$ cat config.mk
export PLATFORM = sky130hd
export DESIGN_NAME = imm_gen_pipe
export DESIGN_NICKNAME = d
export VERILOG_FILES = /design/src/rtl/imm_gen_pipe.sv
export SDC_FILE = /design/constraint.sdc
export NUM_CORES = 1
export LEC_CHECK = 0
export BUFFER_PORTS_ARGS = -buffer_cell sky130_fd_sc_hd__buf_2
export CAP_MARGIN = 20
export CORE_UTILIZATION = 35
export CTS_CLUSTER_SIZE = 16
export DETAILED_ROUTE_END_ITERATION = 7
export HOLD_SLACK_MARGIN = 0.03
export PLACE_DENSITY = 0.52
export RECOVER_POWER = 50
export REMOVE_ABC_BUFFERS = 1
export SLEW_MARGIN = 20
export SYNTH_ARGS = -nofsm -noshare
export SYNTH_HDL_FRONTEND = slang
export SYNTH_SLANG_ARGS = --single-unit
$ cat constraint.sdc
create_clock -name clk -period 2.5 [get_ports clk]
set_input_delay 0 -clock clk [delete_from_list [all_inputs] [get_ports clk]]
set_output_delay 0 -clock clk [all_outputs]
set_load 0.005 [all_outputs]
$ cat src/rtl/imm_gen_pipe.sv
// Pipelined RISC-V immediate generator: decode + sign-extend to XLEN behind a valid/ready
// stage built from an output register and one skid entry. Define IMM_GEN_CSR_EN for CSR zimm.
module imm_gen_pipe #(
  parameter int XLEN  = 32,
  parameter int TAG_W = 4
) (
  input  logic             clk,
  input  logic             rst,
  input  logic             flush,
  input  logic             in_valid,
  output logic             in_ready,
  input  logic [31:0]      in_instr,
  input  logic [TAG_W-1:0] in_tag,
  output logic             out_valid,
  input  logic             out_ready,
  output logic [XLEN-1:0]  imm_out,
  output logic [2:0]       imm_fmt,
  output logic             imm_illegal,
  output logic [TAG_W-1:0] out_tag
);

  localparam int DW = TAG_W + 4 + XLEN;
  localparam logic [2:0] FMT_NONE = 3'd0;
  localparam logic [2:0] FMT_I    = 3'd1;
  localparam logic [2:0] FMT_S    = 3'd2;
  localparam logic [2:0] FMT_B    = 3'd3;
  localparam logic [2:0] FMT_U    = 3'd4;
  localparam logic [2:0] FMT_J    = 3'd5;
`ifdef IMM_GEN_CSR_EN
  localparam logic [2:0] FMT_Z    = 3'd6;
`endif

  // Returns {illegal, fmt, imm}; the immediate is built at 64 bits and truncated to XLEN.
  function automatic logic [XLEN+3:0] decode(input logic [31:0] ins);
    logic [63:0] imm;
    logic [2:0]  fmt;
    logic        ill;
    logic        sx;
    sx  = ins[31];
    imm = 64'd0;
    fmt = FMT_NONE;
    ill = 1'b0;
    case (ins[6:0])
      7'b0000011, 7'b1100111: begin
        fmt = FMT_I;
        imm = {{52{sx}}, ins[31:20]};
      end
      7'b0010011: begin
        fmt = FMT_I;
        if (ins[13:12] == 2'b01) begin
          if (XLEN == 64) imm = {58'd0, ins[25:20]};
          else            imm = {59'd0, ins[24:20]};
        end else begin
          imm = {{52{sx}}, ins[31:20]};
        end
      end
      7'b0011011: begin
        if (XLEN == 64) begin
          fmt = FMT_I;
          if (ins[13:12] == 2'b01) imm = {59'd0, ins[24:20]};
          else                     imm = {{52{sx}}, ins[31:20]};
        end else begin
          ill = 1'b1;
        end
      end
      7'b0100011: begin
        fmt = FMT_S;
        imm = {{52{sx}}, ins[31:25], ins[11:7]};
      end
      7'b1100011: begin
        fmt = FMT_B;
        imm = {{52{sx}}, ins[7], ins[30:25], ins[11:8], 1'b0};
      end
      7'b1101111: begin
        fmt = FMT_J;
        imm = {{44{sx}}, ins[19:12], ins[20], ins[30:21], 1'b0};
      end
      7'b0110111, 7'b0010111: begin
        fmt = FMT_U;
        imm = {{32{sx}}, ins[31:12], 12'd0};
      end
      7'b0110011, 7'b0001111: begin
        fmt = FMT_NONE;
      end
      7'b0111011: begin
        if (XLEN == 64) ill = 1'b0;
        else            ill = 1'b1;
      end
      7'b1110011: begin
`ifdef IMM_GEN_CSR_EN
        if (ins[14]) begin
          fmt = FMT_Z;
          imm = {59'd0, ins[19:15]};
        end else begin
          fmt = FMT_NONE;
        end
`else
        fmt = FMT_NONE;
        imm = 64'd0;
`endif
      end
      default: ill = 1'b1;
    endcase
    return {ill, fmt, imm[XLEN-1:0]};
  endfunction

  logic          out_valid_r, skid_valid_r, in_ready_r;
  logic [DW-1:0] out_data_r, skid_data_r;
  logic          out_valid_s, skid_valid_s, accept_s, xfer_s;
  logic [DW-1:0] out_data_s, skid_data_s, new_data_s;

  assign accept_s   = in_valid & in_ready_r;
  assign xfer_s     = out_valid_r & out_ready;
  assign new_data_s = {in_tag, decode(in_instr)};

  // Next-state of output register and skid entry; the skid only refills the output when it frees up.
  always_comb begin
    out_valid_s  = out_valid_r;
    out_data_s   = out_data_r;
    skid_valid_s = skid_valid_r;
    skid_data_s  = skid_data_r;
    if (flush) begin
      out_valid_s  = 1'b0;
      skid_valid_s = 1'b0;
    end else if (!out_valid_r || xfer_s) begin
      if (skid_valid_r) begin
        out_valid_s = 1'b1;
        out_data_s  = skid_data_r;
        if (accept_s) begin
          skid_data_s = new_data_s;
        end else begin
          skid_valid_s = 1'b0;
        end
      end else if (accept_s) begin
        out_valid_s = 1'b1;
        out_data_s  = new_data_s;
      end else begin
        out_valid_s = 1'b0;
      end
    end else if (accept_s) begin
      skid_valid_s = 1'b1;
      skid_data_s  = new_data_s;
    end else begin
      skid_valid_s = skid_valid_r;
    end
  end

  // Pipeline state; in_ready stays low during reset and rises on the first edge after release.
  always_ff @(posedge clk or posedge rst) begin
    if (rst) begin
      out_valid_r  <= 1'b0;
      out_data_r   <= '0;
      skid_valid_r <= 1'b0;
      skid_data_r  <= '0;
      in_ready_r   <= 1'b0;
    end else begin
      out_valid_r  <= out_valid_s;
      out_data_r   <= out_data_s;
      skid_valid_r <= skid_valid_s;
      skid_data_r  <= skid_data_s;
      in_ready_r   <= !skid_valid_s;
    end
  end

  assign in_ready  = in_ready_r;
  assign out_valid = out_valid_r;
  assign {out_tag, imm_illegal, imm_fmt, imm_out} = out_data_r;

endmodule

==> Flow_metrics.wiki, run 1 <==
{| class="wikitable"
! Metric !! Value
|-
| Setup repair after global routing missed its margin || no
|-
| Total congestion overflow || 0
|-
| Critical path's top delay family || buffers and inverters
|-
| Iteration-0 DRC Markers || 181
|-
| Buffer type at the clock tree root || clkbuf_8
|-
| Total number of yosys warnings || 0
|-
| Layout Skew || 10.7 ps
|-
| Average footprint of a synthesized cell || 9.59 sq um
|-
| Maximum number of pins on one net before global-route repair || 55
|-
| Number of antenna-violating nets in the routed design || 0
|-
| Slew Viols, Final || 0
|-
| Data required time at the worst endpoint || 2750 ps
|-
| Dominant synthesized flop cell || dfrtp_1
|-
| Portion of synthesized cell area occupied by the leading cell type || 52.8%
|-
| Final Routed Wirelength || 11.3 mm
|-
| Startpoint type of the worst setup path || primary input
|-
| Number of inserted filler cells in the final layout || 1079
|-
| Area grow syn2layout || 28.3%
|-
| Count of cell types in the netlist || 47
|-
| Final clock period utilization by the worst path || 87.3%
|-
| Hold violation total from the final report || 0
|-
| WL per Instance || 16.8 microns
|-
| Placeable core region || 10900 sq um
|-
| Most used standard cell by instance count after synthesis || dfrtp_1
|-
| Outcome || finished, final reports clean
|-
| Share of layout cells above drive strength 1 || 20.9%
|-
| Synthesis-stage register bit count || 83
|-
| Number of top-level pins || 83
|-
| Standard-cell rows || 38
|-
| Async set-or-reset flop fraction in the synthesized netlist || 100%
|-
| Sequential fraction of the synthesis area || 52.8%
|-
| Inserted Diodes || 0
|-
| Setup-failing EPs final || 0
|-
| Remaining design rule violation count || 0
|-
| Number of antenna violations at the first check in global routing || 0
|-
| TritonCTS clock tree || done
|-
| Number of levels the H-tree was split into || 3
|-
| Cell-by-cell listing of the critical path || dlygate4sd3_1, buf_2, buf_4, and3b_1, o21ai_2, buf_4, a221oi_1, dlygate4sd3_1, nor2_1
|-
| Total Negative Setup Slacks || 0 ps
|-
| Slowest cell on crit path || dlygate4sd3_1
|-
| Biggest area contributors in the synthesized netlist || dfrtp_1 53%, nand2_1 5.8%, o21ai_0 4.3%
|-
| Kind of end point of the critical path || register
|-
| Port Buf Inserts || 82
|-
| Post-Synthesis Cell Area || 3930 sq um
|-
| Die outline width || 108 microns
|-
| Detailed Place HPWL || 7.37 mm
|-
| Post-place instance area || 4540 sq um
|-
| Number of buffers and inverters on the critical path || 5
|-
| Top post-synthesis cells by count || 83 x dfrtp_1, 61 x nand2_1, 40 x nor2_1
|-
| Worst setup path class || in2reg
|-
| Max Clk Rate || 458 MHz
|-
| Buffer depth of the longest clock path || 2
|-
| Later-pin clock latency in the skew report || 360 ps
|-
| Power density cells || 613 nW/um^2
|-
| Starting Density || 36.1%
|-
| RePlAce Congestion || 0.791
|-
| GR Util All Layers || 20.3%
|-
| Largest fanout on the critical path || 13
|-
| Number of vias per cell after detailed routing || 5.32
|-
| First-pass iteration count of the detailed router || 4
|-
| Y dimension of the die || 108 microns
|-
| Cell area after layout || 5040 sq um
|-
| Clock net sink count || 83
|-
| Via count of the first global-routing pass || 3551
|-
| Via total after detailed routing || 3568
|-
| Count of flip-flops with a built-in enable after synthesis || 0
|-
| Library cell occupying the most area in the post-synthesis netlist || dfrtp_1
|-
| Crit path arrival time || 2430 ps
|-
| DIE AREA || 11700 sq um
|-
| Total number of nets in the final design || 567
|-
| Maximum vdd ir drop || 0.000211 V
|-
| Clk pin slew, worst setup/hold paths || 80 ps
|-
| Max stage delay on crit path || 590 ps
|-
| Pin slew with the least headroom to its limit || 971 ps
|-
| Maximum Capacitance Violations || 0
|-
| Static power due to leakage || 2.28 nW
|-
| Global-route wire length before repair || 18.3 mm
|-
| HP Class || in2reg
|-
| Max-slew headroom || 35.3%
|-
| Final critical delay including setup and external delays || 2180 ps
|-
| Clock buffers created by TritonCTS || 9
|-
| Post-synthesis instance total || 410
|}
per-layer routing:
layer | global-route usage (%) | wire, microns | vias up
li1 | - | - | 1739
met1 | 27.6 | 5480 | 1753
met2 | 33.0 | 5270 | 72
met3 | 3.25 | 448 | 4
met4 | 6.46 | 68 | 0
met5 | 0 | 0 | -
where the power goes:
group | leakage [nW] | internal [mW] | switching (mW)
registers | 1.07 | 1.54 | 0.101
clock network | 0.0884 | 0.413 | 0.500
logic | 1.12 | 0.246 | 0.294
total | 2.28 | 2.19 | 0.895
cell type report:
cell class / instances / area (sq um) / area share, %
Sequential cell: 83 / 2080 / 41.2
Multi-Input combinational cell: 291 / 1720 / 34.2
Timing Repair Buffer: 135 / 865 / 17.1
Tap cell: 140 / 175 / 3.47
Clock buffer: 12 / 155 / 3.08
Clock inverter: 4 / 25.0 / 0.496
Inverter: 6 / 23.8 / 0.471
kinds of logic (layout without fill, tap and decap cells):
group | Yosys count | after routing | share of synthesized area, %
buffers and inverters | 36 | 157 | 3.66
DFF | 83 | 83 | 52.8
adders and majority gates | 1 | 1 | 0.255
muxes | 5 | 5 | 1.27
and+or+nand+nor | 150 | 150 | 17.5
AOI/OAI and AO/OA | 135 | 135 | 24.5
cells in the final DEF, fill, tap and decap left out, types with 2 or more instances in the layout:
master / instances
o22ai_1: 2
nand4_1: 2
o21a_1: 3
a31o_2: 6
a221oi_1: 9
nor2_1: 40
inv_1: 5
or3_1: 4
dfrtp_1: 83
clkinv_2: 2
nor4_1: 6
nand4b_1: 2
nand2_1: 61
a21oi_1: 18
a31oi_1: 2
a211oi_1: 12
clkinvlp_4: 2
clkbuf_2: 2
mux2i_1: 5
clkbuf_8: 11
dlygate4sd3_1: 34
and3_1: 2
and3b_1: 2
buf_2: 63
nor3b_1: 2
o21ai_0: 34
buf_4: 17
nand3_1: 2
nor3_1: 14
clkbuf_1: 20
o31ai_1: 18
nor2b_1: 3
a221o_1: 8
a211o_1: 9
a22o_1: 6
worst paths after layout:
path | slack (ps) | cells past startpoint | start | endpoint
max | 320 | 9 | flush | skid_data_r[1]
min | 70 | 4 | in_valid | out_valid
max reg2reg | 330 | 6 | skid_valid_r | skid_data_r[1]
min reg2reg | 480 | 2 | skid_data_r[37] | skid_data_r[37]
max in group asynchronous | 540 | 5 | rst | out_data_r[27]
min in group asynchronous | 270 | 3 | rst | out_data_r[17]
stage by stage:
stage	power [mW]	hold WS, ps	util (%)	setup slack [ps]	cells
3_5_place_dp	2.18	215	41.7	392	620
3_3_place_gp	2.16	206	41.7	430	620
4_1_cts	3.13	47.4	46.5	361	670
5_1_grt	3.28	79.2	46.3	142	671
2_1_floorplan	1.93	66.4	-	-1110	380
6_report	3.09	67.1	46.3	317	671
tightest hold or removal path, cell delays in order:
cell and delay [ps]:
buf_2 100, and2_1 140, nor3_1 50, nor2_1 80
flip-flops by register name, summed over array words and instances (netlist names):
register and count:
skid_valid_r 1, in_ready 1, skid_data_r 40, out_valid 1, out_data_r 40
repair_timing:
item / CTS / global route
hold endpoints to repair: 122 / 0
resized for setup: 0 / 0
buffers inserted: 0 / 0
hold buffers: 34 / 0
Note: power is estimated with default switching activity, not from simulation.
==> run 2, diff against run 1 <==
CELL_PAD_IN_SITES_DETAIL_PLACEMENT = 1   (was not set)
CELL_PAD_IN_SITES_GLOBAL_PLACEMENT = 1   (was not set)
CORE_UTILIZATION = 30   (was 35)
PLACE_DENSITY = 0.58   (was 0.52)
RECOVER_POWER = not set   (was 50)
==> Flow_metrics.wiki, run 2 (synthesized netlist as in run 1, its figures left out) <==
{| class="wikitable"
! Metric !! Value
|-
| Outcome || finished, final reports clean
|-
| Uppermost metal layer occupied by signal nets || met4
|-
| Power density cells || 674 nW/um^2 (+10%)
|-
| Setup repair after global routing missed its margin || no
|-
| Kind of end point of the critical path || register
|-
| Total congestion overflow || 0 (unchanged)
|-
| Internal reg-to-reg setup slack || 160 ps (-170 ps)
|-
| Data required time at the worst endpoint || 2780 ps (+30 ps)
|-
| Number of top-level pins || 83 (unchanged)
|-
| RePlAce Congestion || 0.728 (-8.0%)
|-
| Biggest regs || out_data_r: 40 flops, skid_data_r: 40 flops
|-
| Global-route wire length before repair || 20.3 mm (+11%)
|-
| Final standard cell utilization of the core || 41.6% (-4.8 points)
|-
| TritonCTS clock tree || done
|-
| Standard-cell rows || 41 (+7.9%)
|-
| Iteration-0 DRC Markers || 159 (-12%)
|-
| Final clock period utilization by the worst path || 93.6% (+6.3 points)
|-
| Y dimension of the die || 116 microns (+7.9%)
|-
| Number of inserted filler cells in the final layout || 1527 (+42%)
|-
| WL per Instance || 17.7 microns (+5.4%)
|-
| Area grow syn2layout || 34.5%
|-
| Number of antenna-violating nets in the routed design || 0 (unchanged)
|-
| Share of layout cells above drive strength 1 || 25.2% (+4.3 points)
|-
| Max Clk Rate || 427 MHz (-6.7%)
|-
| Total length of routed met3 wires || 317 microns (-29%)
|-
| Number of levels the H-tree was split into || 3 (unchanged)
|-
| Port Buf Inserts || 82 (unchanged)
|-
| Maximum number of pins on one net before global-route repair || 53 (-3.6%)
|-
| Via total after detailed routing || 3642 (+2.1%)
|-
| Setup-failing EPs final || 0 (unchanged)
|-
| Number of antenna violations at the first check in global routing || 0 (unchanged)
|-
| Clk pin slew, worst setup/hold paths || 60 ps (-20 ps)
|-
| Maximum vdd ir drop || 0.000262 V (+24%)
|-
| Area of the multi-input gates || 1740 sq um (+1.2%)
|-
| First-pass iteration count of the detailed router || 4 (unchanged)
|-
| HP Class || in2reg
|-
| Later-pin clock latency in the skew report || 340 ps (-20 ps)
|-
| Static power due to leakage || 2.43 nW (+6.7%)
|-
| GR Util All Layers || 20.0% (-0.33 points)
|-
| Maximum Capacitance Violations || 0 (unchanged)
|-
| Worst setup path class || reg2reg
|-
| Final Routed Wirelength || 12.5 mm (+11%)
|-
| Remaining design rule violation count || 0 (unchanged)
|-
| Pin slew with the least headroom to its limit || 754 ps (-216 ps)
|-
| Buffer type at the clock tree root || clkbuf_16
|-
| DIE AREA || 13600 sq um (+16%)
|-
| Crit path arrival time || 2620 ps (+190 ps)
|-
| Number of vias per cell after detailed routing || 5.15 (-3.1%)
|-
| Final critical delay including setup and external delays || 2340 ps (+157 ps)
|-
| Max-slew headroom || 49.5% (+14 points)
|-
| Detailed Place HPWL || 8.36 mm (+14%)
|-
| Total Negative Setup Slacks || 0 ps (unchanged)
|-
| Slew Viols, Final || 0 (unchanged)
|-
| Sequential standard cell area || 2080 sq um (unchanged)
|-
| Hold violation total from the final report || 0 (unchanged)
|-
| Via count of the first global-routing pass || 3778 (+6.4%)
|-
| Placeable core region || 12700 sq um (+17%)
|-
| Total met2 wirelength after detailed routing || 6.00 mm (+14%)
|-
| Largest fanout on the critical path || 22 (+9)
|-
| Commonest cells after routing, fill and taps aside || 83 x dfrtp_1, 83 x buf_2, 61 x nand2_1
|-
| Total number of nets in the final design || 571 (+0.71%)
|-
| Clock net sink count || 83 (unchanged)
|-
| Starting Density || 30.9% (-5.2 points)
|-
| Inserted Diodes || 0 (unchanged)
|-
| Post-CTS Repair Setup Buffers || 0 (unchanged)
|-
| Clock buffers created by TritonCTS || 9 (unchanged)
|-
| Die outline width || 116 microns (+7.9%)
|-
| Startpoint type of the worst setup path || register
|-
| Buffer depth of the longest clock path || 2 (unchanged)
|-
| Layout Skew || 5.67 ps (-5.05 ps)
|-
| Wire length on met1 || 6.06 mm (+10%)
|}
## run 2: changes by cell type in the layout (fill, tap and decap cells not counted), sizes merged
cell,delta
buf,+25
bufinv,+1
clkinvlp,-1
clkbuf,-21
## run 2: critical path, cell delays in order, from the launching register on
cell and delay, ps:
dfrtp_1 370, nor2b_2 150, buf_4 220, o21ai_4 400, buf_4 310, a221oi_1 90, nor2_1 160, dlygate4sd3_1 560
## run 2: area by class of cell
type / instances / area share (%)
flip-flops and latches: 83 / 39.3
multi-input cells: 291 / 33.0
repair buffers: 139 / 17.6
clock buffers: 12 / 4.66
well taps: 172 / 4.07
clock inverters: 4 / 0.946
inverters: 6 / 0.449
## run 2: worst paths after layout
path / start / to / cells after the start
min in group asynchronous: rst / skid_data_r[7] / 3
max in group asynchronous: rst / skid_data_r[24] / 4
worst max register to register: out_valid / skid_data_r[4] / 7
worst min-delay path: in_valid / out_valid / 4
worst min register to register: out_data_r[36] / out_data_r[36] / 2
worst max-delay path: out_valid / skid_data_r[4] / 7
## run 2: per-stage QoR
stage | power, mW | instance area, sq um | std cells | setup slack, ps | hold WS (ps)
final | 3.57 | 5290 | 707 | 160 | 87.8
after global routing | 3.76 | 5290 | 707 | 27.2 | 106
after CTS | 3.61 | 5280 | 707 | 14.5 | 75.9
after detailed placement | 2.21 | 4640 | 657 | 369 | 92.3
after global placement | 2.18 | 4640 | 656 | 386 | 85.8
after floorplan | 1.93 | 3810 | 380 | -1110 | 66.4
## run 2: metal layers
metal  GRT usage (%)  vias up
li1                -     1754
met1            26.7     1821
met2            32.8       56
met3            4.26       11
met4            5.13        0
met5               0        -
## run 2: where the power goes
group	switching, mW	total (mW)	internal [mW]
Combinational	0.305	0.571	0.266
Sequential	0.106	1.64	1.54
Clock	0.549	1.35	0.801
Total	0.960	3.57	2.61
## run 2: repair_timing
action,in CTS,in global routing
hold buffers,34,0
resized for setup,0,1
hold endpoints to repair,98,0
setup endpoints to repair,0,4
